===== src/rtl/panda_pkg.sv =====
// Shared types for the panda iterative divider: operation codes, FSM states
// and small op-decoding helpers.
package panda_pkg;

  typedef enum logic [1:0] {
    DIV  = 2'd0,
    DIVU = 2'd1,
    REM  = 2'd2,
    REMU = 2'd3
  } div_op_e;

  typedef enum logic [1:0] {
    IDLE = 2'd0,
    CALC = 2'd1,
    FIX  = 2'd2,
    DONE = 2'd3
  } div_state_e;

  function automatic logic op_is_signed(div_op_e op);
    return (op == DIV) || (op == REM);
  endfunction

  function automatic logic op_is_rem(div_op_e op);
    return (op == REM) || (op == REMU);
  endfunction

endpackage


===== src/rtl/panda_adder.sv =====
// Ripple-style adder/subtractor used for the restoring-division trial step.
module panda_adder #(
  parameter int unsigned Width = 33
) (
  input  logic [Width-1:0] a_i,
  input  logic [Width-1:0] b_i,
  input  logic             subtract_i,
  output logic [Width-1:0] sum_o
);

  logic [Width-1:0] b_eff;

  assign b_eff = subtract_i ? ~b_i : b_i;
  assign sum_o = a_i + b_eff + Width'(subtract_i);

endmodule


===== src/rtl/panda_divider.sv =====
// Iterative restoring divider: one quotient bit per cycle, signed/unsigned
// DIV/REM, with single-cycle handling of divide-by-zero and signed overflow.
module panda_divider
  import panda_pkg::*;
#(
  parameter int unsigned Width = 32
) (
  input  logic             clk_i,
  input  logic             rst_i,
  input  logic             in_valid_i,
  output logic             in_ready_o,
  input  logic [Width-1:0] operand_a_i,
  input  logic [Width-1:0] operand_b_i,
  input  logic [1:0]       op_i,
  input  logic             kill_i,
  output logic             out_valid_o,
  input  logic             out_ready_i,
  output logic [Width-1:0] result_o
);

  localparam int unsigned CntW = (Width > 1) ? $clog2(Width) : 1;

  div_state_e       state, state_next;
  div_op_e          op_in, op_q;
  logic             q_neg, r_neg;
  logic [Width-1:0] b_abs, rem, quo;
  logic [CntW-1:0]  cnt;

  logic             in_signed, a_neg, b_neg, div_zero, overflow, special;
  logic [Width-1:0] a_abs_in, b_abs_in, special_res;
  logic [Width:0]   shifted, trial;
  logic             trial_ok;
  logic [Width-1:0] rem_step, quo_step, rem_fix, quo_fix;

  // Request decode: magnitudes and corner cases on the incoming operands
  assign op_in       = div_op_e'(op_i);
  assign in_signed   = op_is_signed(op_in);
  assign a_neg       = in_signed & operand_a_i[Width-1];
  assign b_neg       = in_signed & operand_b_i[Width-1];
  assign a_abs_in    = a_neg ? -operand_a_i : operand_a_i;
  assign b_abs_in    = b_neg ? -operand_b_i : operand_b_i;
  assign div_zero    = (operand_b_i == '0);
  assign overflow    = in_signed && (operand_a_i == {1'b1, {(Width-1){1'b0}}})
                       && (operand_b_i == '1);
  assign special     = div_zero || overflow;
  assign special_res = div_zero ? (op_is_rem(op_in) ? operand_a_i : '1)
                                : (op_is_rem(op_in) ? '0 : operand_a_i);

  // Restoring step: trial subtract of |b| from the shifted partial remainder
  assign shifted = {rem, quo[Width-1]};

  panda_adder #(
    .Width(Width + 1)
  ) u_trial (
    .a_i       (shifted),
    .b_i       ({1'b0, b_abs}),
    .subtract_i(1'b1),
    .sum_o     (trial)
  );

  assign trial_ok = ~trial[Width];
  assign rem_step = trial_ok ? trial[Width-1:0] : shifted[Width-1:0];
  assign quo_step = {quo[Width-2:0], trial_ok};

  // Sign correction for the final result
  assign rem_fix = r_neg ? -rem : rem;
  assign quo_fix = q_neg ? -quo : quo;

  always_ff @(posedge clk_i) begin
    if (rst_i) state <= IDLE;
    else       state <= state_next;
  end

  always_comb begin
    state_next = state;
    case (state)
      IDLE: if (in_valid_i) state_next = special ? DONE : CALC;
      CALC: begin
        if (kill_i)                         state_next = IDLE;
        else if (cnt == CntW'(Width - 1))   state_next = FIX;
      end
      FIX:  state_next = kill_i ? IDLE : DONE;
      DONE: if (kill_i || out_ready_i) state_next = IDLE;
      default: state_next = IDLE;
    endcase
  end

  // Datapath and registered handshake outputs
  always_ff @(posedge clk_i) begin
    if (rst_i) begin
      in_ready_o  <= 1'b1;
      out_valid_o <= 1'b0;
      result_o    <= '0;
      op_q        <= DIVU;
      q_neg       <= 1'b0;
      r_neg       <= 1'b0;
      b_abs       <= '0;
      rem         <= '0;
      quo         <= '0;
      cnt         <= '0;
    end else begin
      in_ready_o  <= (state_next == IDLE);
      out_valid_o <= (state_next == DONE);
      case (state)
        IDLE: begin
          if (in_valid_i) begin
            op_q  <= op_in;
            q_neg <= a_neg ^ b_neg;
            r_neg <= a_neg;
            b_abs <= b_abs_in;
            quo   <= a_abs_in;
            rem   <= '0;
            cnt   <= '0;
            if (special) result_o <= special_res;
          end
        end
        CALC: begin
          rem <= rem_step;
          quo <= quo_step;
          cnt <= cnt + CntW'(1);
        end
        FIX: begin
          if (!kill_i) result_o <= op_is_rem(op_q) ? rem_fix : quo_fix;
        end
        default: ;
      endcase
    end
  end

endmodule


===== config.mk =====
export PLATFORM = sky130hd
export DESIGN_NAME = panda_divider
export DESIGN_NICKNAME = d
export VERILOG_FILES = /design/src/rtl/panda_pkg.sv /design/src/rtl/panda_adder.sv /design/src/rtl/panda_divider.sv
export SDC_FILE = /design/constraint.sdc
export NUM_CORES = 1
export LEC_CHECK = 0
export ABC_CLOCK_PERIOD_IN_PS = 5900
export CELL_PAD_IN_SITES_DETAIL_PLACEMENT = 1
export CELL_PAD_IN_SITES_GLOBAL_PLACEMENT = 1
export CORE_ASPECT_RATIO = 0.9
export CORE_MARGIN = 8
export CORE_UTILIZATION = 40
export DETAILED_ROUTE_END_ITERATION = 7
export PLACE_DENSITY_LB_ADDON = 0.1
export SKIP_CTS_REPAIR_TIMING = 1
export SYNTH_ARGS = -nofsm -noshare
export SYNTH_HDL_FRONTEND = slang
export SYNTH_SLANG_ARGS = --single-unit

===== constraint.sdc =====
create_clock -name clk_i -period 5.9 [get_ports clk_i]
set_input_delay 1.18 -clock clk_i [delete_from_list [all_inputs] [get_ports clk_i]]
set_output_delay 1.18 -clock clk_i [all_outputs]
set_load 0.005 [all_outputs]

# Yosys cells after proc, flatten, opt, wreduce, memory -nomap -nowiden
# Index checks and enable logic that the tools add are counted.
dict set report word_totals {
  reg_bits 141
  word_cells 79
  out_inout_bits 34
}
dict set report classes {
  bitwise_logic 5
  reduce_logical 16
  muxes 26
  add_sub_neg 7
  n_eq_ne 14
}
# cell count
set op_table {}
lappend op_table {{$mux W32} 14}
lappend op_table {{$pmux W32 S2} 3}
lappend op_table {{$neg A32 Y32} 4}
lappend op_table {{$eq A32 B32 Y1 const B} 2}
lappend op_table {{$add A33 B1 Y33 const B} 1}
lappend op_table {{$add A33 B33 Y33} 1}
lappend op_table {{$not A32 Y33} 1}
lappend op_table {{$logic_not A32 Y1} 1}
lappend op_table {{$eq A2 B2 Y1 const B} 7}
lappend op_table {{$mux W2} 6}
lappend op_table {{$pmux W5 S2} 1}
lappend op_table {{$pmux W2 S4} 1}
lappend op_table {{$logic_not A2 Y1} 3}
lappend op_table {{$ne A2 B2 Y1 const B} 3}
lappend op_table {{$add A5 B1 Y5 const B} 1}
lappend op_table {{$eq A5 B5 Y1 const B} 1}
lappend op_table {{$logic_or A1 B1 Y1} 5}
lappend op_table {{$mux W5} 1}
lappend op_table {{$reduce_and A2 Y1} 2}
lappend op_table {{$reduce_and A4 Y1} 1}
lappend op_table {{$reduce_bool A2 Y1} 2}
lappend op_table {{$and A1 B1 Y1} 2}
lappend op_table {{$eq A2 B1 Y1 const B} 1}
lappend op_table {{$logic_and A1 B1 Y1} 2}
lappend op_table {{other kinds (2)} 2}

# Logic depth before layout (Yosys ltp)
# Gate-level depths: netlist of the first run.
dict set report depth {
  ltp_word 9
  ltp_mapped 13
}

# Cells and area by module
# From an unflattened synthesis of the first run, not the netlist that was laid out.
dict set report hier_totals {
  cells_unflattened 1491
  area_unflattened_um2 11373.4
}
# mod area_per_inst_um2 n_inst cells_each
set modules_own_cells {}
lappend modules_own_cells {panda_divider 9107.5 1 1167}
lappend modules_own_cells {panda_adder 2265.9 1 324}

# Worst setup path after synthesis of the first run
# Ideal clock, no wire load.
dict set report synth_path {
  path_kind {input -> register}
  start {input operand_b_i[17]}
  end {register result_o[1]}
  t_arrival_ps 3146
  setup_time_ps 137
  t_required_ps 5763
  cell_stages 9
  slack_ps 2618
  cell_sequence {or4_4 -> nor4_4 -> nand4_2 -> nor3_4 -> o21ai_2 -> a21boi_1 -> buf_4 -> a211oi_1 -> nor3_1}
}
dict set report synth_between {
  elab_chain_len 5
  elab_cells_between_ends 10
  classes_between {2 x eq/ne; 4 x mux; 4 x reduce/logical}
}
# element line
set synth_rtl {}
lappend synth_rtl {{start: declaration} panda_divider.sv:13} ;# input logic [Width-1:0] operand_b_i,
lappend synth_rtl {{$logic_not A32 Y1 or $eq A32 B32 Y1 (tied branches)} {panda_divider.sv:42, panda_divider.sv:44}}
lappend synth_rtl {{$mux W32 or $logic_and A1 B1 Y1 (tied branches)} {panda_divider.sv:46, panda_divider.sv:44}}
lappend synth_rtl {{$mux W32 or $logic_or A1 B1 Y1 (tied branches)} {panda_divider.sv:114, panda_divider.sv:45}}
lappend synth_rtl {{$mux W32 or $ne A2 B2 Y1 (tied branches)} -}
lappend synth_rtl {{$pmux W32 S2 or $reduce_and A4 Y1 (tied branches)} -}
lappend synth_rtl {{end signal: assignment} panda_divider.sv:114} ;# if (special) result_o <= special_res;
lappend synth_rtl {{end signal: assignment} panda_divider.sv:123} ;# if (!kill_i) result_o <= op_is_rem(op_q) ? rem_fix : quo_fix;
lappend synth_rtl {{end: declaration} panda_divider.sv:18} ;# output logic [Width-1:0] result_o
# Parallel ways exist; a longest one is shown, timed or not. The select of a mux whose other input is x is not followed.
# A chain may end at the register's enable or synchronous reset.

# Final worst setup path of the first run
dict set report layout_path {
  start {input operand_a_i[6]}
  end {register result_o[5]}
}
dict set report layout_between {
  elab_chain_len 6
}
# element line
set layout_rtl {}
lappend layout_rtl {{start: declaration} panda_divider.sv:12} ;# input logic [Width-1:0] operand_a_i,
lappend layout_rtl {{$eq A32 B32 Y1} panda_divider.sv:43} ;# assign overflow = in_signed && (operand_a_i == {1'b1, {(Width-1){1'b0}}})
lappend layout_rtl {{$logic_and A1 B1 Y1} panda_divider.sv:43}
lappend layout_rtl {{$logic_and A1 B1 Y1} panda_divider.sv:44} ;# && (operand_b_i == '1);
lappend layout_rtl {{$logic_or A1 B1 Y1} panda_divider.sv:45} ;# assign special = div_zero || overflow;
lappend layout_rtl {{$ne A2 B2 Y1 (no source line)} -}
lappend layout_rtl {{$reduce_and A4 Y1 (no source line)} -}
# No other way between the ends.

==> results of run 1 <==
## routing by layer
metal  global-route usage (%)  vias to the layer above  part of all wire, %  wire (um)
met1                     32.3                     5367                   49      18500
met4                     5.87                        0                  1.6        600
met5                        0                        -                    0          0
li1                         -                     5181                    -          -
met2                     36.6                      271                   45      17000
met3                     4.17                       31                  4.6       1740
## path summary, 6_finish.rpt
check | start | endpoint | slack, ps | cells after the start
worst max-delay path | operand_a_i[6] | result_o[5]$_SDFFE_PP0P_ | 1620 | 10
worst min-delay path | result_o[14]$_SDFFE_PP0P_ | result_o[14]$_SDFFE_PP0P_ | 460 | 2
worst max register to register | quo[31]$_SDFFE_PP0P_ | rem[0]$_SDFFE_PP0P_ | 1780 | 13
worst min register to register | result_o[14]$_SDFFE_PP0P_ | result_o[14]$_SDFFE_PP0P_ | 460 | 2
## worst max-delay path, cell delays in order
cell and delay (ps):
clkdlybuf4s50_1 530, or4_1 630, nor4b_2 600, nand4b_1 370, nor2_1 230, o21ai_2 100, o21ai_4 260, buf_4 390
nor2_1 70, a311oi_1 230
## cells in the mapped netlist, drive strengths merged (4+ instances only)
cell type and count:
nor2 152, xnor2 67, or3 16, inv 52
nor2b 15, a21o 15, o21bai 10, dfxtp 140
maj3 29, o41ai 15, a21oi 82, ha 39
a32oi 12, a311oi 14, or4 15, and2 5
o21ai 61, nand4 17, clkbuf 80, nand3 73
buf 15, a221oi 4, o22ai 6, xor2 74
nor4 15, a31o 4, nand2 126, nand2b 15
nor3 35, a222oi 33, a211oi 47, and3 9
o211ai 16, a31oi 9, a22oi 9, o31ai 23
mux2i 4
## flip-flops by register name (all words and copies together), names as in the netlist
register     flops
r_neg            1
quo             32
in_ready_o       1
result_o        32
rem             32
op_q             1
q_neg            1
state            2
b_abs           32
cnt              5
out_valid_o      1
## final cells by class
cell class | count | area, um^2 | area share [%]
clock buffer | 18 | 439 | 3.50
clock inverter | 13 | 164 | 1.31
inverter | 52 | 195 | 1.56
multi-input combinational | 1099 | 7330 | 58.5
sequential | 140 | 2800 | 22.4
tap | 348 | 435 | 3.47
timing repair buffer | 121 | 1170 | 9.31
## power by group through the flow
stage                     clock, uW  sequential [uW]  combinational [uW]
after floorplan                   0             1040                 405
after global placement            0             1060                 585
after detailed placement          0             1060                 595
after CTS                      1160             1040                 600
after global routing           1190             1040                 662
final                          1140             1040                 603
## kinds of logic (layout without fill, tap and decap cells)
| kind of cell | count (synthesis) | count (layout) | synth area share (%) |
|---|---|---|---|
| simple gates | 506 | 506 | 23.1 |
| fa+ha+maj | 69 | 69 | 7.47 |
| buf+inv | 147 | 204 | 5.56 |
| compound gates | 378 | 378 | 25.5 |
| flops | 140 | 140 | 26.2 |
| xor+xnor | 141 | 141 | 11.6 |
| mux | 5 | 5 | 0.480 |
## per-stage QoR
stage | cells | total power, uW | area [um^2] | hold slack (ps)
floorplan | 1386 | 1440 | 10700 | 432
global placement | 1760 | 1640 | 11900 | 441
detailed placement | 1760 | 1650 | 11900 | 449
CTS | 1791 | 2800 | 12500 | 461
global route | 1791 | 2900 | 12500 | 480
finish | 1791 | 2780 | 12500 | 460
## cell usage in the layout, fill, tap and decap left out, types with 12 or more instances in the layout
cell type        count
a211oi_1            41
a21o_1              15
a21oi_1             81
a222oi_1            33
a32oi_1             12
buf_4               18
clkbuf_16           17
clkdlybuf4s50_1    103
dfxtp_1            140
ha_1                39
inv_1               52
maj3_1              29
nand2_1            126
nand2b_1            15
nand3_1             73
nand4_1             16
nor2_1             151
nor2b_1             12
nor3_1              32
nor4_1              12
o211ai_1            16
o21ai_0             59
o31ai_1             23
o41ai_1             14
or3_1               16
or4_1               12
xnor2_1             66
xor2_1              73
==> run metrics, run 1 <==
status=finished clean; post-synth cell types=74; CP startpoint kind=primary input; DR iter-0 viols=923; first-pass GRT wire length=60700 um; Die X=188 um; Avg Cell Area, Syn=7.71 um^2; Final Util=47.9%; register area share after synthesis=26.2%; CTS clock-pin slew for the worst setup and hold paths=70 ps; synth warn=0; crit path max fanout=23; Final GP Congestion=0.886; final period utilization=72.6%; post-route ant nets=0; FFs w/ async S/R, synth=0%; # rows=56; fin crit period=4280 ps; fin. max-slew vios=0; die area=0.0322 mm^2; RSZ-0062 raised after global routing=false; Top FF cell, synth=dfxtp_1; CTS max path bufs=2; FF+latch count, synth=140; Via density=6.06; Crit. End Element=register; CP arrival=4620 ps; routed vias=10900; Initial Utilization=40.9%; drt first pass iters=7; switching part of the total power=31.6%; sequential share of power=37.4%; layout cells sized above 1=6.51%; PD cells=222 mW/mm^2; max-cap viol count=0; vias in the first global route=10900; GR Overflow Total=0; Hold Path Class=reg -> reg; PortBufs=104; CTS Buf Count=17; Area growth, synth to finish=17.3%; IO Pins=105; CTS tree=built; DP Wirelength=28100 um; pin count of the biggest net entering global routing=94; worst vdd ir=0.000140 V; Worst-Skew Late Latency=430 ps; Pleak=0.00465 uW; All-Layer GR Usage=23.2%; TritonCTS Sinks=140; post-synth top area cell=dfxtp_1; WL/cell=21.1 um; Worst-Margin Slew=1280 ps; Layout fillers=3187; Int Power=1900 uW; final net count=1542; Comb power frac=21.7%; Switch Pwr=879 uW; Synth area leaders=dfxtp_1 (26%), xor2_1 (6.1%), xnor2_1 (5.4%), nor2_1 (5.3%), ha_1 (4.6%); clock root cell=clkbuf_16; Antenna Cells=0; Die Ht=171 um; DR DRC count=0; initial antenna violation count=0; Final Hold Viols=0; CP Class=in -> reg; clk_skew=19.3 ps; # setup viols final=0; core area=0.0261 mm^2; Mapped Area=0.0107 mm^2; WP data required=6240 ps; syn_nets=1497; Place WS=1240 ps; Slew headroom=14.1%; WL final=37900 um; Synth top area share=26.2%; Post-Syn Instances=1386; Post-synth EDFFs=0; Clock power frac=40.9%; PnR worst setup slack=1620 ps; H-Tree Depth=4; setup TNS=0 ps; Fmax=234 MHz
(Power assumes the default switching activity.)
==> inputs of run 2 (changes only) <==
- ABC_CLOCK_PERIOD_IN_PS: 5900 -> 3600
- CORE_UTILIZATION: 40 -> 39
- clock period: 5.9 -> 3.6 ns (I/O delays scaled with it)
==> run 2 against run 1 <==
Sequential share of layout area shrank 1.4 points. First-iteration DRC count grew 4.1%. Flip-flop and latch count is the same. Largest cell class unchanged. Final area grew 6.6%. Largest power group unchanged. Routed wire length grew 5.9%. Worst setup slack lost 1400 ps.
==> run metrics, run 2 (synthesis results as in run 1) <==
PD cells=344 mW/mm^2; die area=0.0330 mm^2; Place WS=-149 ps; initial antenna violation count=1; CP top delay family=simple AND/OR/NAND/NOR gates; H-Tree Depth=4; most frequent cells in the layout=nor2_1 (151), dfxtp_1 (140), nand2_1 (126); core area=0.0270 mm^2; Layout fillers=3309; CP startpoint kind=primary input; final net count=1642; CTS Buf Count=17; first-pass GRT wire length=64200 um; Hold Path Class=reg -> reg; Overall Power=4590 uW; # rows=57; PortBufs=104; critical-path cell list=clkdlybuf4s50_1, or4_1, nor4b_2, buf_4, nand4b_1, nor2_1, o21ai_2, a21boi_2, buf_4, nand2_1, a21oi_1; GRT met3 Usage=3.88%; routed vias=11300; max-cap viol count=0; clock root cell=clkbuf_16; Antenna Cells=0; Worst-Margin Slew=1210 ps; IO Pins=105; Hold Startpoint=b_abs[31]$_SDFFE_PP0P_; worst setup path start=operand_a_i[7]; CTS max path bufs=2; RSZ-0062 raised after global routing=false; Via density=5.93; Fmax=293 MHz; CTS clock-pin slew for the worst setup and hold paths=70 ps; Worst-Skew Late Latency=440 ps; Area growth, synth to finish=25.0%; crit path buf inv count=3; grt met1 use=33.1%; GRT busiest layer=met2; Die Ht=173 um; crit path max fanout=17; commonest non-fill, non-tap cell in the layout=nor2_1; worst reg2reg endpoint=quo[0]$_SDFFE_PP0P_; Critical-path top delay cell=or4_1; pin count of the biggest net entering global routing=94; reg-to-reg slack, setup=220 ps; CTS tree=built; most used cell, CP=buf_4; Pleak=0.00516 uW; final period utilization=94.7%; WL/cell=21.1 um; Initial Utilization=39.6%; TritonCTS Sinks=140; Slew headroom=18.8%; drt first pass iters=7; CP Class=in -> reg; R2R depth=14; clk_skew=12.3 ps; Die X=190 um; Layout Cells excl Fill=1898; post-route ant nets=0; fin. max-slew vios=0; WL final=40100 um; Critical Path Stages=11; status=finished clean; PnR worst setup slack=191 ps; # setup viols final=0; vias in the first global route=11600; Crit. End Element=register; Final Hold Viols=0; CP arrival=3700 ps; met2 Use GR=38.1%; # placed instances=1866; DR iter-0 viols=961; setup TNS=0 ps; WP data required=3890 ps; GR Overflow Total=0; fin crit period=3410 ps; DR DRC count=0; worst vdd ir=0.000298 V; CP peak stage delay=580 ps; r2r startpoint=quo[31]$_SDFFE_PP0P_; CP Capture Point=result_o[10]$_SDFFE_PP0P_; DP Wirelength=30300 um; All-Layer GR Usage=24.0%; layout cells sized above 1=12.8%; Final GP Congestion=0.891
run 2: cell count changes in the layout (fill, tap and decap cells not counted), sizes merged:
cell      change
buf         +100
bufinv        -2
clkinvlp      -1
inv           +4
run 2: tightest hold or removal path: stages, from the launching register on:
cell and delay (ps):
dfxtp_1 310, nand2_1 50, a21oi_1 50
run 2: how the worst min path moves through the flow:
stage / slack (ps) / endpoint / cells after the start
floorplan: 430 / b_abs[16]$_SDFFE_PP0P_ / 2
global placement: 440 / b_abs[31]$_SDFFE_PP0P_ / 2
detailed placement: 450 / b_abs[31]$_SDFFE_PP0P_ / 2
CTS: 460 / b_abs[31]$_SDFFE_PP0P_ / 2
global route: 480 / b_abs[30]$_SDFFE_PP0P_ / 2
finish: 460 / b_abs[31]$_SDFFE_PP0P_ / 2
run 2: routing by layer:
metal | part of all wire, % | up-vias
li1 | - | 5397
met1 | 48 | 5493
met2 | 45 | 311
met3 | 5.2 | 50
met4 | 1.8 | 2
met5 | 0.032 | -
run 2: power breakdown:
part | total, uW | switching, uW | leakage, uW | internal, uW
logic | 1070 | 626 | 0.00374 | 446
clock network | 1820 | 818 | 0.000288 | 998
registers | 1700 | 84.1 | 0.00114 | 1620
run 2: final cells by class:
| class | count | area, um^2 | area share (%) |
|---|---|---|---|
| flip-flops and latches | 140 | 2800 | 21.0 |
| clock inverters | 14 | 150 | 1.12 |
| well taps | 354 | 443 | 3.32 |
| inverters | 52 | 195 | 1.46 |
| repair buffers | 221 | 1980 | 14.8 |
| multi-input cells | 1099 | 7350 | 55.0 |
| clock buffers | 18 | 439 | 3.29 |
run 2: through the flow:
stage / hold slack [ps] / instance area (um^2) / utilization (%)
4_1_cts: 458 / 13300 / 49.5
5_1_grt: 483 / 13400 / 49.5
3_5_place_dp: 450 / 12700 / 47.3
3_3_place_gp: 442 / 12700 / 47.3
6_report: 458 / 13400 / 49.5
2_1_floorplan: 432 / 10700 / -
